## src/rtl/fht_unload.sv

```systemverilog
`default_nettype none
// ============================================================================
//  Module   : fht_unload
//  Purpose  : Result reader for the FHT core. Waits for the core ready edge,
//             sweeps the four result banks with one shared read address and
//             serialises each 4-word group onto a valid/ready stream in
//             natural point order (point = 4*addr + bank).
//  Revision : 1.0  initial release
// ============================================================================
module fht_unload #(
    parameter int D_BIT     = 16,
    parameter int A_BIT     = 8,
    parameter int BANK_SIZE = 256,
    parameter int RD_LAT    = 1
) (
    input  logic                    iCLK,
    input  logic                    iRESET,
    input  logic                    iFHT_RDY,
    output logic [A_BIT-1:0]        oADDR_RD,
    input  logic signed [D_BIT-1:0] iBANK_0,
    input  logic signed [D_BIT-1:0] iBANK_1,
    input  logic signed [D_BIT-1:0] iBANK_2,
    input  logic signed [D_BIT-1:0] iBANK_3,
    output logic signed [D_BIT-1:0] oDATA,
    output logic                    oVALID,
    input  logic                    iREADY,
    output logic                    oLAST,
    output logic [A_BIT+1:0]        oIDX,
    output logic                    oBUSY,
    output logic                    oDONE
);

    localparam logic [A_BIT-1:0] c_LAST_ADDR = A_BIT'(BANK_SIZE - 1);
    localparam logic [1:0]       c_RD_LAT    = 2'(RD_LAT);

    typedef enum logic [1:0] {
        S_IDLE   = 2'd0,
        S_FETCH  = 2'd1,
        S_STREAM = 2'd2,
        S_FINISH = 2'd3
    } state_t;

    state_t                  r_state;
    state_t                  w_state_nxt;
    logic                    r_rdy_q;
    logic                    w_start;
    logic                    w_launch;
    logic                    w_capture;
    logic                    w_accept;
    logic [1:0]              r_cnt;          // read-latency / prefetch countdown
    logic [A_BIT-1:0]        r_addr;         // address currently on the bank ports
    logic [A_BIT-1:0]        r_buf_addr;     // address the hold buffer came from
    logic [1:0]              r_ptr;          // word (bank) pointer into the buffer
    logic                    r_all_fetched;  // last address already captured
    logic signed [D_BIT-1:0] r_buf [4];

    assign w_start  = iFHT_RDY & ~r_rdy_q;
    assign w_accept = (r_state == S_STREAM) & iREADY;

    // Edge-detect delay; with the clock running through reset it tracks the
    // live level, so a ready flag already high at release is not an edge.
    always_ff @(posedge iCLK) begin
        r_rdy_q <= iFHT_RDY;
    end

    // State register
    always_ff @(posedge iCLK or posedge iRESET) begin
        if (iRESET) r_state <= S_IDLE;
        else        r_state <= w_state_nxt;
    end

    // Next-state decode and control strobes
    always_comb begin
        w_state_nxt = r_state;
        w_launch    = 1'b0;
        w_capture   = 1'b0;
        oVALID      = 1'b0;
        oBUSY       = 1'b1;
        oDONE       = 1'b0;
        case (r_state)
            S_IDLE: begin
                oBUSY = 1'b0;
                if (w_start) begin
                    w_launch    = 1'b1;
                    w_state_nxt = S_FETCH;
                end
            end
            S_FETCH: begin
                if (r_cnt == 2'd0) begin
                    w_capture   = 1'b1;
                    w_state_nxt = S_STREAM;
                end
            end
            S_STREAM: begin
                oVALID = 1'b1;
                if (iREADY && (r_ptr == 2'd3)) begin
                    if (r_all_fetched)       w_state_nxt = S_FINISH;
                    else if (r_cnt == 2'd0)  w_capture   = 1'b1;   // prefetch ready: no bubble
                    else                     w_state_nxt = S_FETCH;
                end
            end
            S_FINISH: begin
                oDONE       = 1'b1;
                w_state_nxt = S_IDLE;
            end
            default: w_state_nxt = S_IDLE;
        endcase
    end

    // Address sweep, latency counter and hold buffer
    always_ff @(posedge iCLK or posedge iRESET) begin
        if (iRESET) begin
            r_addr        <= '0;
            r_buf_addr    <= '0;
            r_cnt         <= 2'd0;
            r_ptr         <= 2'd0;
            r_all_fetched <= 1'b0;
            for (int k = 0; k < 4; k++) r_buf[k] <= '0;
        end else if (w_launch) begin
            r_addr        <= '0;
            r_buf_addr    <= '0;
            r_cnt         <= c_RD_LAT;
            r_ptr         <= 2'd0;
            r_all_fetched <= 1'b0;
        end else if (w_capture) begin
            r_buf[0]   <= iBANK_0;
            r_buf[1]   <= iBANK_1;
            r_buf[2]   <= iBANK_2;
            r_buf[3]   <= iBANK_3;
            r_buf_addr <= r_addr;
            r_ptr      <= 2'd0;
            // Launch the prefetch of the next group right away so its read
            // latency overlaps the four stream cycles of this one.
            if (r_addr == c_LAST_ADDR) begin
                r_all_fetched <= 1'b1;
                r_cnt         <= 2'd0;
            end else begin
                r_addr <= r_addr + 1'b1;
                r_cnt  <= c_RD_LAT;
            end
        end else begin
            if (r_cnt != 2'd0)         r_cnt  <= r_cnt - 2'd1;
            if (w_accept)              r_ptr  <= r_ptr + 2'd1;
            if (r_state == S_FINISH)   r_addr <= '0;
        end
    end

    assign oADDR_RD = r_addr;
    assign oIDX     = {r_buf_addr, r_ptr};
    assign oDATA    = oVALID ? r_buf[r_ptr] : '0;
    assign oLAST    = oVALID && (r_buf_addr == c_LAST_ADDR) && (r_ptr == 2'd3);

endmodule
`default_nettype wire

```

## config.mk

```make
export PLATFORM = sky130hd
export DESIGN_NAME = fht_unload
export DESIGN_NICKNAME = d
export VERILOG_FILES = /design/src/rtl/fht_unload.sv
export SDC_FILE = /design/constraint.sdc
export NUM_CORES = 1
export LEC_CHECK = 0
export BUFFER_PORTS_ARGS = -buffer_cell sky130_fd_sc_hd__buf_4
export CAP_MARGIN = 0
export CORE_UTILIZATION = 48
export CTS_CLUSTER_SIZE = 20
export DETAILED_ROUTE_END_ITERATION = 7
export GPL_ROUTABILITY_DRIVEN = 0
export MAX_ROUTING_LAYER = met4
export PLACE_DENSITY = 0.87
export SETUP_SLACK_MARGIN = 0.5
export SYNTH_ARGS = -nofsm -noshare
export SYNTH_HDL_FRONTEND = slang
export SYNTH_SLANG_ARGS = --single-unit
export TNS_END_PERCENT = 100
```

## constraint.sdc

```tcl
create_clock -name iCLK -period 2.3 [get_ports iCLK]
set_input_delay 0.115 -clock iCLK [delete_from_list [all_inputs] [get_ports iCLK]]
set_output_delay 0.115 -clock iCLK [all_outputs]
set_load 0.02 [all_outputs]
```

==> flow_metrics.tcl <==
set metrics [dict create \
    grt_max_degree 55 \
    ant_nets 0 \
    fin_cells 613 \
    synth.area.top_cells "dfrtp_1 52%, mux2_4 10%, mux2_2 9.9%" \
    report.final.slew_viol_count 0 \
    max-vdd-ir-drop_mv 0.775 \
    synth.mux.area_fraction 0.284 \
    drt-total-wl_um 12800 \
    ys_seq_area_frac 0.521 \
    finalHoldViolations 0 \
    avgSynthCellArea_um2 14.1 \
    ctsHtreeMaxLevel 3 \
    die-area_um2 9160 \
    async_flop_share 0.989 \
    crit_path_top_delay_cell "a211o_4" \
    synth_fa_ha_area_frac 0.0208 \
    drv_cap 0 \
    num_rows 33 \
    synth_compound_area_frac 0.0600 \
    crit_path_end_kind "register" \
    outcome "completed" \
    dp.cells 498 \
    fp.coreArea_um2 8340 \
    synth_ff_type "dfrtp_1" \
    antenna_found_initial 0 \
    clk_latency_ns 0.36 \
    syn_inst 298 \
    cp_top_family "compound AO/OA/AOI/OAI gates" \
    fillCellCount 424 \
    grtUsageTotal 0.273 \
    gr-total-overflow 0 \
    min_path_type "in -> reg" \
    timing.final.crit_share 0.873 \
    maxSlewHeadroom 0.727 \
    arrival_ns 2.25 \
    clk_pin_slew_ns 0.09 \
    yosysMostFrequentCell "dfrtp_1" \
    criticalPathCategory "reg -> reg" \
    leakagePower_uw 0.00313 \
    synth_area_um2 4210 \
    die_w_um 95.7 \
    cts_buffers 9 \
    synth_top_cells_by_count "87 x dfrtp_1, 37 x mux2_2, 28 x mux2_4" \
    cp_max_fo 7 \
    vias 3458 \
    cp_cell_sequence "buf_6 > ha_4 > nand4b_1 > a211o_4 > buf_12 > buf_12 > mux2_4" \
    setup_viol 0 \
    setup-tns-final_ns 0 \
    synth_edf_count 0 \
    synth-xor-area-share 0.00416 \
    fin_crit_ns 2.01 \
    ys_types 41 \
    wl_per_cell_um 20.9 \
    rsz0062_at_grt "yes" \
    grt_pass1_vias 3533 \
    port_buffers 105 \
    syn2layout_area_growth_pct 60.8 \
    first_iter_violations 146 \
    initial_utilization 0.505 \
    postSynthNetCount 373 \
    grt_pass1_wl_um 17700 \
    first_pass_iters 5 \
    nNetsFinal 578 \
    cts_root_buffer "clkbuf_8" \
    synth_top_family_by_area "multiplexers" \
    fmax_ghz 0.498 \
    cp_common_cell "buf_12" \
    worst_slew_pin_slew_ns 0.406 \
    vias_per_cell 5.64 \
    die-height_um 95.7 \
    powerDensity_nw_per_um2 1200 \
    synth_top_area_cell "dfrtp_1" \
    yosysWarningCount 0 \
    synth_simple_gate_area_frac 0.0778 \
    crit_buf_inv 3 \
    required_ns 2.54 \
    cp_slowest_stage_delay_ns 0.44 \
    clk_path_buf_depth 2 \
    diodes 0 \
    cts.sinks 88 \
    worst_clock_skew_ns 0.00548 \
    yosys_register_bits 88 \
    drc_errors 0 \
    synth_top_area_frac 0.517 \
    cts_tree "built" \
    dp_hpwl_um 6480 \
    start_kind "register" \
    drive_gt1_frac 0.557 \
    num_io_pins 106 \
]
-- metrics by stage --
stage,hold slack (ns),instance area (um2),total power (uW),utilization,worst slack (ns)
after floorplan,0.143,4250,4830,-,0.334
after global placement,0.0404,5150,5530,0.618,0.241
after detailed placement,0.0391,5150,5700,0.618,0.152
after CTS,0.000290,6440,7430,0.772,0.354
after global routing,0.0682,6780,8510,0.813,0.249
final,0.0749,6780,8130,0.813,0.292
-- cell type report --
class,count,area [um2],area share
sequential,88,2200,0.325
clock inverter,4,51.3,0.00757
timing repair buffer,209,2140,0.315
clock buffer,12,165,0.0244
tap,105,131,0.0194
multi-input combinational,186,2060,0.303
inverter,9,37.5,0.00554
-- sequential cells by signal (all words and copies together), names as in the netlist --
name,flops
r_rdy_q,1
r_cnt,2
r_buf_addr,8
r_state,2
r_buf,64
oADDR_RD,8
r_ptr,2
r_all_fetched,1
-- per-layer routing --
layer,track usage,up-vias,part of all wire
li1,-,1512,-
met1,0.311,1759,0.37
met2,0.480,159,0.54
met3,0.0632,28,0.061
met4,0.0771,0,0.021
met5,-,-,0
-- path summary, 6_finish.rpt --
kind                            from     endpoint  slack, ns  cells after the start
setup / recovery            r_ptr[0]    r_buf[57]       0.29                      7
setup reg to reg            r_ptr[0]    r_buf[57]       0.29                      7
min in group asynchronous     iRESET  oADDR_RD[1]       0.21                      3
max in group asynchronous     iRESET    r_buf[26]       1.50                      4
hold reg to reg            r_buf[43]    r_buf[43]       0.51                      1
hold / removal                iREADY     r_ptr[1]       0.07                      3
-- what timing repair did --
action | 4_1_cts | 5_1_grt
gates cloned | 8 | 5
setup buffers | 15 | 5
hold buffers | 63 | 3
pin swaps | 7 | 15
endpoints found under the setup margin | 98 | 98
gates resized for setup | 36 | 46
hold endpoints to repair | 149 | 3
-- report_power, final --
part / leakage [uW] / switching (uW) / internal, uW
clock: 0.000109 / 553 / 591
sequential: 0.00106 / 440 / 2220
combinational: 0.00196 / 1720 / 2610
total: 0.00313 / 2710 / 5420
-- worst register-to-register path: stages, from the launching register on --
cell and delay [ns]:
dfrtp_2 0.38, buf_6 0.13, ha_4 0.13, nand4b_1 0.21, a211o_4 0.44, buf_12 0.17, buf_12 0.14, mux2_4 0.30
-- cells by family after synthesis --
group / Yosys count
buffers and inverters: 26
AND/OR/NAND/NOR: 59
AO/OA/AOI/OAI: 35
XOR/XNOR: 2
adder cells (fa/ha/maj): 7
flip-flops: 88
multiplexers: 81
-- cells in the final DEF (no fill, tap or decap), types with 5 or more instances in the layout --
cell | netlist | layout
dfrtp_1 | 87 | 85
buf_6 | 4 | 22
nand2_1 | 11 | 10
and2_4 | 0 | 16
a22o_1 | 8 | 8
dlygate4sd3_1 | 0 | 66
a21oi_1 | 6 | 6
nand3_1 | 5 | 5
clkbuf_8 | 0 | 12
buf_16 | 0 | 8
inv_1 | 9 | 6
mux4_2 | 16 | 16
mux2_4 | 28 | 29
buf_4 | 0 | 101
buf_12 | 0 | 8
mux2_2 | 37 | 36
No activity file was read; power rests on OpenSTA's default activity.
